<file path="src/rtl/mem_port_arbiter.sv">
// mem_port_arbiter
// Shares one synchronous single-port memory (1-cycle read latency, word
// addressed) between I-cache refill bursts and single-word D-side accesses.
// An I grant runs a burst of CachedIns reads from a latched base address.
// A D grant issues one read or write. Read data comes back one cycle after
// issue, tagged by owner.
//
// Optional build macro: ARB_ROUND_ROBIN_EN
//   defined     : on a simultaneous IReq/DReq tie, the side not granted last
//                 wins. After reset the last grant counts as D, so I wins the
//                 first tie.
//   not defined : fixed priority, I always wins a tie.
//
// Ports
//   clock, reset           clock; synchronous active-low reset
//   IReq/IAddr/IGnt        I-side refill request, base address, burst grant
//   IValid/IBeat/ILast/IData  refill return: valid, beat index, last beat, data
//   DReq/DWe/DAddr/DWData  D-side request, write enable, address, write data
//   DGnt/DValid/DRData     D-side issue pulse, completion, read data
//   MemEn/MemWe/MemAddr/MemWData/MemRData  single-port memory interface
//
// State table
//   state     | meaning
//   S_IDLE    | arbitrate between requests; memory bus idle
//   S_IBURST  | issue refill beat r_beat at r_base + r_beat
//   S_DACC    | issue the latched D-side access (one cycle)

module mem_port_arbiter #(
   parameter  int dataW     = 32,
   parameter  int CachedIns = 8,
   localparam int BeatW     = $clog2(CachedIns)
) (
   input  logic             clock,
   input  logic             reset,
   input  logic             IReq,
   input  logic [dataW-1:0] IAddr,
   output logic             IGnt,
   output logic             IValid,
   output logic [BeatW-1:0] IBeat,
   output logic             ILast,
   output logic [dataW-1:0] IData,
   input  logic             DReq,
   input  logic             DWe,
   input  logic [dataW-1:0] DAddr,
   input  logic [dataW-1:0] DWData,
   output logic             DGnt,
   output logic             DValid,
   output logic [dataW-1:0] DRData,
   output logic             MemEn,
   output logic             MemWe,
   output logic [dataW-1:0] MemAddr,
   output logic [dataW-1:0] MemWData,
   input  logic [dataW-1:0] MemRData
);

   typedef enum logic [1:0] {S_IDLE, S_IBURST, S_DACC} state_t;

   localparam logic [BeatW-1:0] LastBeat = BeatW'(CachedIns - 1);

   state_t             r_state, w_next;
   logic [BeatW-1:0]   r_beat;
   logic [dataW-1:0]   r_base;
   logic [dataW-1:0]   r_daddr;
   logic [dataW-1:0]   r_dwdata;
   logic               r_dwe;
   logic               r_ret_i;
   logic               r_ret_d;
   logic               r_ret_we;
   logic [BeatW-1:0]   r_ret_beat;
   logic               w_ireq;
   logic               w_dreq;
   logic               w_pick_i;
   logic               w_pick_d;

   // A requester still holds its request in the cycle its final response
   // appears, so that stale request must not start a second transaction.
   assign w_ireq = IReq & ~ILast;
   assign w_dreq = DReq & ~DValid;

`ifdef ARB_ROUND_ROBIN_EN
   logic r_last_i;
   assign w_pick_i = w_ireq & (~w_dreq | ~r_last_i);
`else
   assign w_pick_i = w_ireq;
`endif
   assign w_pick_d = w_dreq & ~w_pick_i;

   always_comb begin
      w_next   = r_state;
      IGnt     = 1'b0;
      DGnt     = 1'b0;
      MemEn    = 1'b0;
      MemWe    = 1'b0;
      MemAddr  = '0;
      MemWData = '0;
      case (r_state)
         S_IDLE: begin
            if (w_pick_i)      w_next = S_IBURST;
            else if (w_pick_d) w_next = S_DACC;
         end
         S_IBURST: begin
            IGnt    = 1'b1;
            MemEn   = 1'b1;
            MemAddr = r_base + dataW'(r_beat);
            if (r_beat == LastBeat) w_next = S_IDLE;
         end
         S_DACC: begin
            DGnt     = 1'b1;
            MemEn    = 1'b1;
            MemWe    = r_dwe;
            MemAddr  = r_daddr;
            MemWData = r_dwdata;
            w_next   = S_IDLE;
         end
         default: w_next = S_IDLE;
      endcase
   end

   always_ff @(posedge clock) begin
      if (!reset) begin
         r_state    <= S_IDLE;
         r_beat     <= '0;
         r_base     <= '0;
         r_daddr    <= '0;
         r_dwdata   <= '0;
         r_dwe      <= 1'b0;
         r_ret_i    <= 1'b0;
         r_ret_d    <= 1'b0;
         r_ret_we   <= 1'b0;
         r_ret_beat <= '0;
      end else begin
         r_state    <= w_next;
         r_ret_i    <= IGnt;
         r_ret_d    <= DGnt;
         r_ret_we   <= MemWe;
         r_ret_beat <= r_beat;
         if (r_state == S_IBURST)
            r_beat <= (r_beat == LastBeat) ? '0 : r_beat + 1'b1;
         if (r_state == S_IDLE && w_pick_i)
            r_base <= IAddr;
         if (r_state == S_IDLE && w_pick_d) begin
            r_daddr  <= DAddr;
            r_dwdata <= DWData;
            r_dwe    <= DWe;
         end
      end
   end

`ifdef ARB_ROUND_ROBIN_EN
   always_ff @(posedge clock) begin
      if (!reset)
         r_last_i <= 1'b0;
      else if (r_state == S_IDLE && w_pick_i)
         r_last_i <= 1'b1;
      else if (r_state == S_IDLE && w_pick_d)
         r_last_i <= 1'b0;
   end
`endif

   assign IValid = r_ret_i;
   assign IBeat  = r_ret_i ? r_ret_beat : '0;
   assign ILast  = r_ret_i && (r_ret_beat == LastBeat);
   assign IData  = r_ret_i ? MemRData : '0;
   assign DValid = r_ret_d;
   // A completed write reports zero data, not whatever the memory drives.
   assign DRData = (r_ret_d && !r_ret_we) ? MemRData : '0;

endmodule

</file>
<file path="config.mk">
export PLATFORM = sky130hd
export DESIGN_NAME = mem_port_arbiter
export DESIGN_NICKNAME = d
export VERILOG_FILES = /design/src/rtl/mem_port_arbiter.sv
export SDC_FILE = /design/constraint.sdc
export NUM_CORES = 1
export LEC_CHECK = 0
export ABC_AREA = 1
export CAP_MARGIN = 15
export CORE_ASPECT_RATIO = 1.25
export CORE_MARGIN = 3
export CORE_UTILIZATION = 43
export CTS_BUF_LIST = sky130_fd_sc_hd__clkbuf_2
export DETAILED_ROUTE_END_ITERATION = 10
export PLACE_DENSITY = 0.92
export SYNTH_ARGS = -nofsm -noshare
export SYNTH_HDL_FRONTEND = slang
export SYNTH_SLANG_ARGS = --single-unit
</file>
<file path="constraint.sdc">
create_clock -name clock -period 2.4 [get_ports clock]
set_input_delay 0.48 -clock clock [delete_from_list [all_inputs] [get_ports clock]]
set_output_delay 0.48 -clock clock [all_outputs]
set_load 0.01 [all_outputs]
</file>
==> impl_metrics.env <==
export IMPL_status="finished, violations left"
export IMPL_violations="setup timing"
export IMPL_clock_sinks=108
export IMPL_wirelength_um=30800
export IMPL_cts_tree="yes"
export IMPL_dpl_cell_area_um2=9320
export IMPL_yosysTopAreaCell="dfxtp_1"
export IMPL_worstReg2RegEnd="r_daddr[23]$_SDFFE_PN0P_"
export IMPL_irDropWorstVdd_mv=0.257
export IMPL_final_nets=1508
export IMPL_grt_max_degree=62
export IMPL_min_from="reset"
export IMPL_cts_hold_buf=0
export IMPL_yosys_warnings=0
export IMPL_numCtsBuffers=9
export IMPL_die_x_um=112
export IMPL_slew_headroom_pct=62.4
export IMPL_start_util_pct=44.7
export IMPL_syn_area_per_cell_um2=6.01
export IMPL_post_dp_hpwl_um=18400
export IMPL_drive_above_1_share_pct=29.3
export IMPL_leakage_nw=5.90
export IMPL_final_max_slew_viol_count=0
export IMPL_fin_crit_sh_pct=136
export IMPL_fmax_ghz=0.306
export IMPL_crit_path_end_kind="output port"
export IMPL_postSynthCellCount=1000
export IMPL_skew_ns=0.0427
export IMPL_crit_type="register to output port"
export IMPL_worst_r2r_setup_slack_ns=0.48
export IMPL_use_met1_pct=36.5
export IMPL_setup_viol=61
export IMPL_finalHoldViolCount=0
export IMPL_fillers=867
export IMPL_grt_overflow=0
export IMPL_synth_top_area_share_pct=35.9
export IMPL_drv_cap=0
export IMPL_track_usage_pct=32.0
export IMPL_post_route_min_period_ns=3.27
export IMPL_clk_path_buf_depth=2
export IMPL_hold_path_depth=3
export IMPL_first_global_vias=7588
export IMPL_coreArea_um2=13500
export IMPL_grtUsageMet2_pct=56.8
export IMPL_regArea_um2=2190
export IMPL_vias=8598
export IMPL_fin_area_um2=10700
export IMPL_setup_tns_ns=-23.77
export IMPL_first_iter_violations=965
export IMPL_avgRoutedWirePerCell_um=19.9
export IMPL_drc=0
export IMPL_reg2reg_from="IValid$_SDFF_PN0_"
export IMPL_gp_congestion=0.943
export IMPL_whs_endpoint="r_dwdata[10]$_SDFFE_PN0P_"
export IMPL_clk_pin_slew_ns=0.38
export IMPL_io_buffers=270
export IMPL_cellPowerDensity_nw_per_um2=418
export IMPL_postLayoutSetupSlackWorst_ns=-0.873
export IMPL_die_y_um=138
export IMPL_cts_root_buf="clkbuf_2"
export IMPL_critPathRequiredTime_ns=1.92
export IMPL_synth_nets=1142
export IMPL_drt_pass1_iter_count=6
export IMPL_worst_slew_pin_transition_ns=0.564
export IMPL_areaGrowthSynthToFinish_pct=78.0
export IMPL_hold_path_class="input pin to register"
export IMPL_antenna_found_initial=2
export IMPL_globalRouteMet3Util_pct=4.68
export IMPL_clock_latency_ns=0.68
export IMPL_syn_area_um2=6010
export IMPL_reg2reg_depth=10
export IMPL_ios=271
export IMPL_grt_pass1_wl_um=39800
export IMPL_busiest_layer="met2"
export IMPL_rsz0062_at_grt="yes"
export IMPL_worst_path_max_fanout=6
export IMPL_crit_path_start_kind="register"
export IMPL_htree_levels=3
export IMPL_synth_cell_types=29
export IMPL_final_antenna_net_count=0
export IMPL_viasPerCell=5.57
export IMPL_multi_input_area_um2=3730
export IMPL_cp_arrival_ns=2.79
export IMPL_yosysSeqAreaShare_pct=35.9
export IMPL_synth_area_leaders="dfxtp_1 (36%), nand2_1 (14%), nor2_1 (13%), inv_1 (9.9%), o21ai_0 (7.1%)"
export IMPL_rows=47
export IMPL_synth_seq_cells=108
export IMPL_die_area_um2=15500
==> area by class of cell <==
cell class / count / share of cell area (%)
Antenna cell: 2 / 0.0467
Timing Repair Buffer: 404 / 35.7
Inverter: 161 / 5.77
Clock buffer: 9 / 0.421
Tap cell: 171 / 2.00
Sequential cell: 108 / 20.4
Clock inverter: 7 / 0.783
Multi-Input combinational cell: 682 / 34.9
==> layout by cell type, fill, tap and decap left out, types with 17 or more instances in the layout <==
cell type        netlist  routed
dlymetal6s2s_1         0      24
clkbuf_2               1      17
a21oi_2                0      27
dfxtp_1              108      94
nand3_2                1      25
a21oi_1               72      44
nand3_1               53      25
nor2_1               210     194
inv_2                  1      22
nand2_1              219     171
buf_4                  6      93
nand2_4                0      25
o21ai_1               19      23
dlygate4sd2_1          0      32
clkdlybuf4s50_1        0     143
nand2_2                1      24
buf_6                  7      38
o21ai_0               85      75
inv_1                158     133
buf_2                  6      43
==> metal layers <==
layer | part of all wire, % | routed length (um)
met5 | 0 | 0
met4 | 8.2 | 2510
met3 | 8.4 | 2590
met2 | 49 | 15100
met1 | 34 | 10600
==> worst max-delay path, stage by stage (launching register included) <==
cell     delay, ns
dfxtp_2       0.45
ha_4          0.17
inv_4         0.04
fa_2          0.37
o21ai_4       0.20
buf_6         0.15
inv_4         0.04
nor2_4        0.08
buf_6         0.14
nand2_2       0.06
nand2_1       0.06
nand3_1       0.08
a21oi_2       0.13
buf_2         0.14
==> how the worst max path moves through the flow <==
stage | from | end | slack, ns | depth (start not counted)
floorplan | r_beat[0]$_SDFFE_PN0P_ | MemAddr[20] | 0.03 | 10
global placement | r_beat[0]$_SDFFE_PN0P_ | MemAddr[6] | -0.46 | 10
detailed placement | r_base[0]$_SDFFE_PN0P_ | MemAddr[6] | -0.51 | 10
CTS | r_beat[0]$_SDFFE_PN0P_ | MemAddr[28] | -0.72 | 13
global route | r_base[0]$_SDFFE_PN0P_ | MemAddr[20] | -0.95 | 13
finish | r_base[0]$_SDFFE_PN0P_ | MemAddr[20] | -0.87 | 13
==> cells in the mapped netlist <==
master       n
nand3b_1     1
inv_2        1
nor2_4       1
buf_4        6
clkbuf_2     1
a21oi_1     72
o21ai_2      1
o211ai_1     1
nand3_1     53
dfxtp_1    108
nand2_2      1
o22ai_1      2
nor2_2       1
ha_1         8
clkbuf_1    29
o21ai_0     85
buf_2        6
nor2_1     210
clkinv_1     1
clkinv_2     1
inv_1      158
buf_6        7
or2_2        2
fa_1         1
o21ai_1     19
nand3_2      1
buf_1        3
a2bb2oi_1    1
nand2_1    219
==> cells by family (layout without fill, tap and decap cells) <==
kind of cell / count (synthesis) / in the layout / synth area share (%)
compound gates: 181 / 181 / 15.3
fa+ha+maj: 9 / 9 / 2.00
buf+inv: 213 / 581 / 14.7
flops: 108 / 108 / 35.9
other cells: 0 / 2 / 0
simple gates: 489 / 492 / 32.1
==> timing repair <==
action | 4_1_cts | 5_1_grt
pin swaps | 27 | 74
endpoints found under the setup margin | 135 | 102
buffers inserted | 20 | 30
cloned | 6 | 2
resized for setup | 336 | 280
==> power by group <==
group          internal [mW]  switching (mW)  total [mW]
sequential              1.96           0.134        2.10
clock                  0.195           0.761       0.956
combinational          0.677           0.739        1.42
total                   2.84            1.63        4.47
==> metrics by stage <==
| step | power, mW | hold WS (ns) | instances | setup WS (ns) | utilization (%) |
|---|---|---|---|---|---|
| final | 4.47 | 0.237 | 1544 | -0.873 | 79.5 |
| after global routing | 4.62 | 0.228 | 1544 | -0.952 | 79.5 |
| after CTS | 4.15 | 0.242 | 1513 | -0.718 | 73.1 |
| after detailed placement | 3.14 | 0.457 | 1471 | -0.506 | 69.2 |
| after global placement | 3.11 | 0.442 | 1471 | -0.462 | 69.2 |
| after floorplan | 2.56 | 0.431 | 1000 | 0.0289 | - |
==> flip-flops by register name, summed over array words and instances (netlist names) <==
signal / cells
r_base: 32
r_daddr: 32
r_dwdata: 32
r_beat: 3
r_ret_beat: 3
r_state: 2
DValid: 1
IValid: 1
r_dwe: 1
r_ret_we: 1
(Power assumes the default switching activity.)
